### config.mk
export PLATFORM = sky130hd
export DESIGN_NAME = gigatron_video_out_flat
export DESIGN_NICKNAME = d
export VERILOG_FILES = /design/src/rtl/gigatron_video_pkg.sv /design/src/rtl/gigatron_video_if.sv /design/src/rtl/gigatron_ce_div.sv /design/src/rtl/gigatron_video_out.sv /design/src/flat_wrapper.sv
export SDC_FILE = /design/constraint.sdc
export NUM_CORES = 1
export LEC_CHECK = 0
export ABC_AREA = 1
export CAP_MARGIN = 15
export CORE_MARGIN = 2
export CORE_UTILIZATION = 49
export CTS_CLUSTER_DIAMETER = 40
export DETAILED_ROUTE_END_ITERATION = 8
export PLACE_DENSITY = 0.7
export SYNTH_ARGS = -nofsm -noshare
export SYNTH_HDL_FRONTEND = slang
export SYNTH_SLANG_ARGS = --single-unit
### constraint.sdc
create_clock -name clk_sys -period 5.9 [get_ports clk_sys]
set_input_delay 0.59 -clock clk_sys [delete_from_list [all_inputs] [get_ports clk_sys]]
set_output_delay 0.59 -clock clk_sys [all_outputs]
set_load 0.02 [all_outputs]
### src/rtl/gigatron_video_pkg.sv
// gigatron_video_pkg: output-port layout, colour expansion and counter sizing for the video stage
package gigatron_video_pkg;
  localparam int R_LSB = 0;
  localparam int G_LSB = 2;
  localparam int B_LSB = 4;
  localparam int HS_N  = 6;
  localparam int VS_N  = 7;
  typedef struct packed {
    logic       vs_n;
    logic       hs_n;
    logic [1:0] b;
    logic [1:0] g;
    logic [1:0] r;
  } port_t;
  function automatic int cnt_width(input int h_total, input int v_total);
    return $clog2(h_total > v_total ? h_total : v_total) + 1;
  endfunction
  function automatic logic [31:0] expand(input logic [31:0] v, input int ib, input int ob);
    logic [31:0] r;
    r = '0;
    for (int i = 0; i < 32; i++)
      if (i < ob) r[5'(ob - 1 - i)] = v[5'(ib - 1 - (i % ib))];
    return r;
  endfunction
endpackage

### src/rtl/gigatron_video_if.sv
// gigatron_video_if: pixel-rate video bundle towards the MiSTer / SDL sinks
interface gigatron_video_if #(parameter int OUT_BPC = 8);
  logic               ce_pix;
  logic [OUT_BPC-1:0] vga_r;
  logic [OUT_BPC-1:0] vga_g;
  logic [OUT_BPC-1:0] vga_b;
  logic               vga_hs;
  logic               vga_vs;
  logic               hblank;
  logic               vblank;
  logic               frame_start;
  modport master(output ce_pix, vga_r, vga_g, vga_b, vga_hs, vga_vs, hblank, vblank, frame_start);
  modport slave(input ce_pix, vga_r, vga_g, vga_b, vga_hs, vga_vs, hblank, vblank, frame_start);
endinterface

### src/rtl/gigatron_ce_div.sv
// gigatron_ce_div: divides clk_sys into a one-cycle enable; tick is the cycle before ce goes high
module gigatron_ce_div #(
  parameter int CLK_DIV = 4
) (
  input  logic clk_sys,
  input  logic reset,
  input  logic run,
  output logic tick,
  output logic ce
);
  logic [7:0] cnt;
  assign tick = run && cnt == 8'(CLK_DIV - 1);
  always_ff @(posedge clk_sys)
    if (reset) begin
      cnt <= '0;
      ce  <= 1'b0;
    end else begin
      ce <= tick;
      if (run) cnt <= tick ? '0 : cnt + 8'd1;
    end
endmodule

### src/rtl/gigatron_video_out.sv
// gigatron_video_out: samples the Gigatron output port per pixel, expands colour, derives blanking.
// Optional scanline dimming with GIGATRON_VIDEO_SCANLINE_EN.
module gigatron_video_out
  import gigatron_video_pkg::*;
#(
  parameter int CLK_DIV  = 4,
  parameter int IN_BPC   = 2,
  parameter int OUT_BPC  = 8,
  parameter int H_BP     = 12,
  parameter int H_ACT    = 160,
  parameter int V_BP     = 33,
  parameter int V_ACT    = 480,
  parameter int SYNC_POS = 0
) (
  input  logic             clk_sys,
  input  logic             reset,
  input  logic             run,
  input  logic [7:0]       port_in,
  input  logic             scanline_on,
  gigatron_video_if.master vid
);
  localparam int CW = cnt_width(H_BP + H_ACT, V_BP + V_ACT);
  localparam logic [CW-1:0] SAT = {CW{1'b1}};
  localparam logic SYNC_IDLE = SYNC_POS == 0;
  logic               tick;
  port_t              p1;
  logic               prev_hs, prev_vs;
  logic               hs_rise, hs_fall, vs_rise;
  logic [CW-1:0]      hcnt, vcnt, h_nxt, v_nxt;
  logic               act_h, act_v;
  logic [OUT_BPC-1:0] r_e, g_e, b_e, r_x, g_x, b_x;
  gigatron_ce_div #(.CLK_DIV(CLK_DIV)) u_div (
    .clk_sys(clk_sys),
    .reset  (reset),
    .run    (run),
    .tick   (tick),
    .ce     (vid.ce_pix)
  );
  always_comb begin
    hs_rise = p1.hs_n & ~prev_hs;
    hs_fall = ~p1.hs_n & prev_hs;
    vs_rise = p1.vs_n & ~prev_vs;
    h_nxt   = hs_rise ? '0 : hcnt == SAT ? SAT : hcnt + 1'b1;
    v_nxt   = vs_rise ? '0 : (hs_fall && vcnt != SAT) ? vcnt + 1'b1 : vcnt;
    act_h   = h_nxt >= CW'(H_BP) && h_nxt < CW'(H_BP + H_ACT);
    act_v   = v_nxt >= CW'(V_BP) && v_nxt < CW'(V_BP + V_ACT);
    r_e     = OUT_BPC'(expand(32'(p1[R_LSB +: IN_BPC]), IN_BPC, OUT_BPC));
    g_e     = OUT_BPC'(expand(32'(p1[G_LSB +: IN_BPC]), IN_BPC, OUT_BPC));
    b_e     = OUT_BPC'(expand(32'(p1[B_LSB +: IN_BPC]), IN_BPC, OUT_BPC));
`ifdef GIGATRON_VIDEO_SCANLINE_EN
    r_x     = (scanline_on && v_nxt[0]) ? r_e >> 1 : r_e;
    g_x     = (scanline_on && v_nxt[0]) ? g_e >> 1 : g_e;
    b_x     = (scanline_on && v_nxt[0]) ? b_e >> 1 : b_e;
`else
    r_x     = r_e;
    g_x     = g_e;
    b_x     = b_e;
`endif
  end
`ifndef GIGATRON_VIDEO_SCANLINE_EN
  logic unused_scanline;
  assign unused_scanline = scanline_on;
`endif
  // counters start saturated so nothing is shown before real sync edges arrive
  always_ff @(posedge clk_sys)
    if (reset) begin
      p1              <= port_t'(8'hC0);
      prev_hs         <= 1'b1;
      prev_vs         <= 1'b1;
      hcnt            <= SAT;
      vcnt            <= SAT;
      vid.vga_r       <= '0;
      vid.vga_g       <= '0;
      vid.vga_b       <= '0;
      vid.vga_hs      <= SYNC_IDLE;
      vid.vga_vs      <= SYNC_IDLE;
      vid.hblank      <= 1'b1;
      vid.vblank      <= 1'b1;
      vid.frame_start <= 1'b0;
    end else begin
      vid.frame_start <= tick && v_nxt == CW'(V_BP) && h_nxt == CW'(H_BP);
      if (tick) begin
        p1         <= port_t'(port_in);
        prev_hs    <= p1.hs_n;
        prev_vs    <= p1.vs_n;
        hcnt       <= h_nxt;
        vcnt       <= v_nxt;
        vid.hblank <= ~act_h;
        vid.vblank <= ~act_v;
        vid.vga_r  <= (act_h && act_v) ? r_x : '0;
        vid.vga_g  <= (act_h && act_v) ? g_x : '0;
        vid.vga_b  <= (act_h && act_v) ? b_x : '0;
        vid.vga_hs <= (SYNC_POS != 0) ? ~p1.hs_n : p1.hs_n;
        vid.vga_vs <= (SYNC_POS != 0) ? ~p1.vs_n : p1.vs_n;
      end
    end
endmodule
### src/flat_wrapper.sv
// flat-port wrapper written by rule: the top's interface ports become plain ports
module gigatron_video_out_flat import gigatron_video_pkg::*;
#(
  parameter int CLK_DIV  = 4,
  parameter int IN_BPC   = 2,
  parameter int OUT_BPC  = 8,
  parameter int H_BP     = 12,
  parameter int H_ACT    = 160,
  parameter int V_BP     = 33,
  parameter int V_ACT    = 480,
  parameter int SYNC_POS = 0
)
  (clk_sys, reset, run, port_in, scanline_on, vid_ce_pix, vid_vga_r, vid_vga_g, vid_vga_b, vid_vga_hs, vid_vga_vs, vid_hblank, vid_vblank, vid_frame_start);
  gigatron_video_if #(.OUT_BPC(OUT_BPC)) vid_i ();
  input  logic clk_sys;
  input  logic reset;
  input  logic run;
  input  logic [7:0] port_in;
  input  logic scanline_on;
  output wire logic [$bits(vid_i.ce_pix)-1:0] vid_ce_pix;
  output wire logic [$bits(vid_i.vga_r)-1:0] vid_vga_r;
  output wire logic [$bits(vid_i.vga_g)-1:0] vid_vga_g;
  output wire logic [$bits(vid_i.vga_b)-1:0] vid_vga_b;
  output wire logic [$bits(vid_i.vga_hs)-1:0] vid_vga_hs;
  output wire logic [$bits(vid_i.vga_vs)-1:0] vid_vga_vs;
  output wire logic [$bits(vid_i.hblank)-1:0] vid_hblank;
  output wire logic [$bits(vid_i.vblank)-1:0] vid_vblank;
  output wire logic [$bits(vid_i.frame_start)-1:0] vid_frame_start;
  assign vid_ce_pix = vid_i.ce_pix;
  assign vid_vga_r = vid_i.vga_r;
  assign vid_vga_g = vid_i.vga_g;
  assign vid_vga_b = vid_i.vga_b;
  assign vid_vga_hs = vid_i.vga_hs;
  assign vid_vga_vs = vid_i.vga_vs;
  assign vid_hblank = vid_i.hblank;
  assign vid_vblank = vid_i.vblank;
  assign vid_frame_start = vid_i.frame_start;
  gigatron_video_out #(.CLK_DIV(CLK_DIV), .IN_BPC(IN_BPC), .OUT_BPC(OUT_BPC), .H_BP(H_BP), .H_ACT(H_ACT), .V_BP(V_BP), .V_ACT(V_ACT), .SYNC_POS(SYNC_POS)) u_core (.clk_sys(clk_sys), .reset(reset), .run(run), .port_in(port_in), .scanline_on(scanline_on), .vid(vid_i));
endmodule
==> summary.txt <==
Setup path
  • CP Launch Type: input pin
  • Critical path cell sequence: clkdlybuf4s50_1, nand2_2, nor4_4, nand2_1, clkinv_1, nand3_2, nand2_1, inv_1
  • Crit-path max cell delay: 0.57 ns
  • Worst EP required: 6.12 ns
  • Cell family with most CP delay: buffers and inverters
  • Slowest CP cell: clkdlybuf4s50_1
  • CP bufs+invs: 3
  • WS Path Type: input pin to register
  • WP data arrival: 2.77 ns
  • Worst path most repeated cell: nand2_1
  • Crit path capture type: register
  • Crit-path max FO: 27

Drt
  • Final WL: 6.38 mm
  • Violation count after the first detailed-route iteration: 193
  • DR WL/cell: 12.4 um
  • Drt first pass iters: 5
  • Via count of the routed design: 2613
  • Antenna viol nets, final: 0
  • Vias per cell: 5.07
  • Drc violations: 0

Logic synthesis
  • Post-Synthesis Cells: 418
  • Share of the synthesized area in the top cell type: 0.337
  • Cell Area, Synth: 2970 sq um
  • Syn_nets: 433
  • Synth top area cells: dfxtp_1 34%, nand2_1 12%, nand3_1 7.2%
  • Cell variety after synth: 34
  • #FFs+latches synth: 50
  • Syn Area/Cell: 7.11 sq um
  • Area leader, netlist: dfxtp_1
  • YS warnings: 0
  • Sequential area share after synthesis: 0.337

Global route
  • Total congestion overflow: 0
  • Vias in the first global route: 2446
  • First-pass GRT wire length: 11.1 mm
  • Tot GR Track Use: 0.211
  • Initial antenna violation count: 0
  • Largest net degree at the start of global routing: 30

Finish
  • Post-route cell area: 3410 sq um
  • Fin nets: 454
  • Share of cells above drive strength 1: 0.120
  • Most common cell after layout, fill and taps aside: nand2_1
  • FF+latch area: 1000 sq um
  • Ant diodes: 0
  • P&R area growth vs syn: 14.7%
  • Area taken by multi-input logic gates: 1550 sq um
  • Number of fill cells in the layout: 543
  • Commonest non-fill, non-tap cells in the layout: 92 x nand2_1, 53 x inv_1, 50 x dfxtp_1, 43 x nand3_1, 40 x clkdlybuf4s50_1
  • Cell Count, Final, Fillers Out: 515

Clock tree
  • Setup Buffers After CTS: 0
  • CTS tree: built
  • Clock Latency Late Sink: 0.31 ns
  • Clock Pin Slew Worst Setup and Hold Paths: 0.09 ns
  • Hold Buf Count CTS: 0
  • Clock Sink Count: 50
  • CTS Root Buffer Type: clkbuf_8
  • H-Tree Depth: 2
  • Total CTS buffers: 5
  • CTS max path bufs: 2
  • Number of gates resized after cts: 0

Run
  • Max cap viols: 0

Timing
  • Rel. slew slack: 0.433
  • Setup Skew: 0.00566 ns
  • Worst-margin pin slew: 0.846 ns
  • Hold Vio Cnt, Final: 0
  • RSZ-0062 raised after global routing: false
  • Final setup viols: 0
  • Final min period: 2.56 ns
  • Tcrit/Tclk final: 0.433
  • Final Hold Slack: 0.472 ns
  • Fmax achieved: 391 MHz
  • Slew Viols, Final: 0
  • TNS Setup: 0 ns

Floorplanning
  • Die height: 81.9 um
  • Die width: 81.9 um
  • Total die area: 6700 sq um
  • Initial Utilization: 0.505
  • Core ar.: 5890 sq um
  • # rows: 28
  • Io pins: 42

Outcome
  • Status: finished, final reports clean

Pwr
  • Power per standard cell area: 186 nW/um^2
  • Max VDD drop: 0.109 mV
  • Lkg Pwr: 0.00168 uW

Place
  • Post-DP HPWL: 4.55 mm
  • Gp weighted congestion: 0.818
  • Cells after DPL: 507
  • DP Area: 3300 sq um
  • IO buf count: 40

Hold path
  • Hold crit path type: register to register
==> final timing paths <==
path	startpoint	to	slack (ns)	cells past startpoint
worst max-delay path	run	u_core.vid.vblank	3.34	8
worst max register to register	u_core.vcnt[0]	u_core.vid.vblank	3.68	14
worst min register to register	u_core.p1[6]	u_core.vid.vga_hs	0.47	2
worst min-delay path	u_core.p1[6]	u_core.vid.vga_hs	0.47	2
==> sequential cells by signal (all words and copies together), names as in the netlist, 4 cells and up <==
name	flops
u_core.hcnt	11
u_core.vcnt	11
u_core.u_div.cnt	8
u_core.p1	4
==> synthesized netlist by cell type, drive strengths merged <==
library cell	number
nand2	106
inv	59
nand3	53
dfxtp	50
nor2	44
buf	22
a22oi	16
a21oi	14
o21ai	12
nand4	10
nor3	9
clkbuf	5
xor2	5
ha	3
a31oi	1
bufinv	1
clkinv	1
nand3b	1
nor3b	1
nor4	1
o211ai	1
o31ai	1
or2	1
xnor2	1
==> routing by layer <==
metal	GRT usage	up-vias	wire length, um
met5	0	-	0
met4	0.0683	0	91
met3	0.0374	7	225
met2	0.336	48	2960
li1	-	1368	-
met1	0.289	1190	3100
==> metrics by stage <==
step / setup slack (ns) / total power [uW] / util
floorplan: 4.04 / 381 / -
global placement: 3.08 / 397 / 0.560
detailed placement: 3.05 / 398 / 0.560
CTS: 3.37 / 641 / 0.579
global route: 3.15 / 662 / 0.579
finish: 3.34 / 635 / 0.579
==> worst min-delay path: stages (launching register included) <==
cell	delay, ns
dfxtp_1	0.31
inv_2	0.07
a21oi_1	0.05
==> cell type report <==
cell class,count,share of cell area
Clock buffer,6,0.0213
Inverter,61,0.0713
Timing Repair Buffer,41,0.120
Tap cell,75,0.0276
Sequential cell,50,0.294
Clock inverter,2,0.0110
Multi-Input combinational cell,280,0.455
==> power breakdown <==
group,internal [uW],total (uW),switching (uW)
logic,17.5,48.2,30.7
clock network,127,244,118
registers,340,342,2.09
==> kinds of logic (layout without fill, tap and decap cells) <==
kind of cell	after synthesis	after routing	share of synthesized area
AOI/OAI and AO/OA	45	45	0.0952
adders and majority gates	3	3	0.0126
DFF	50	50	0.337
xor gates and xnor gates	6	6	0.0177
buffers and inverters	88	110	0.142
and+or+nand+nor	226	226	0.396
(Power assumes the default switching activity.)
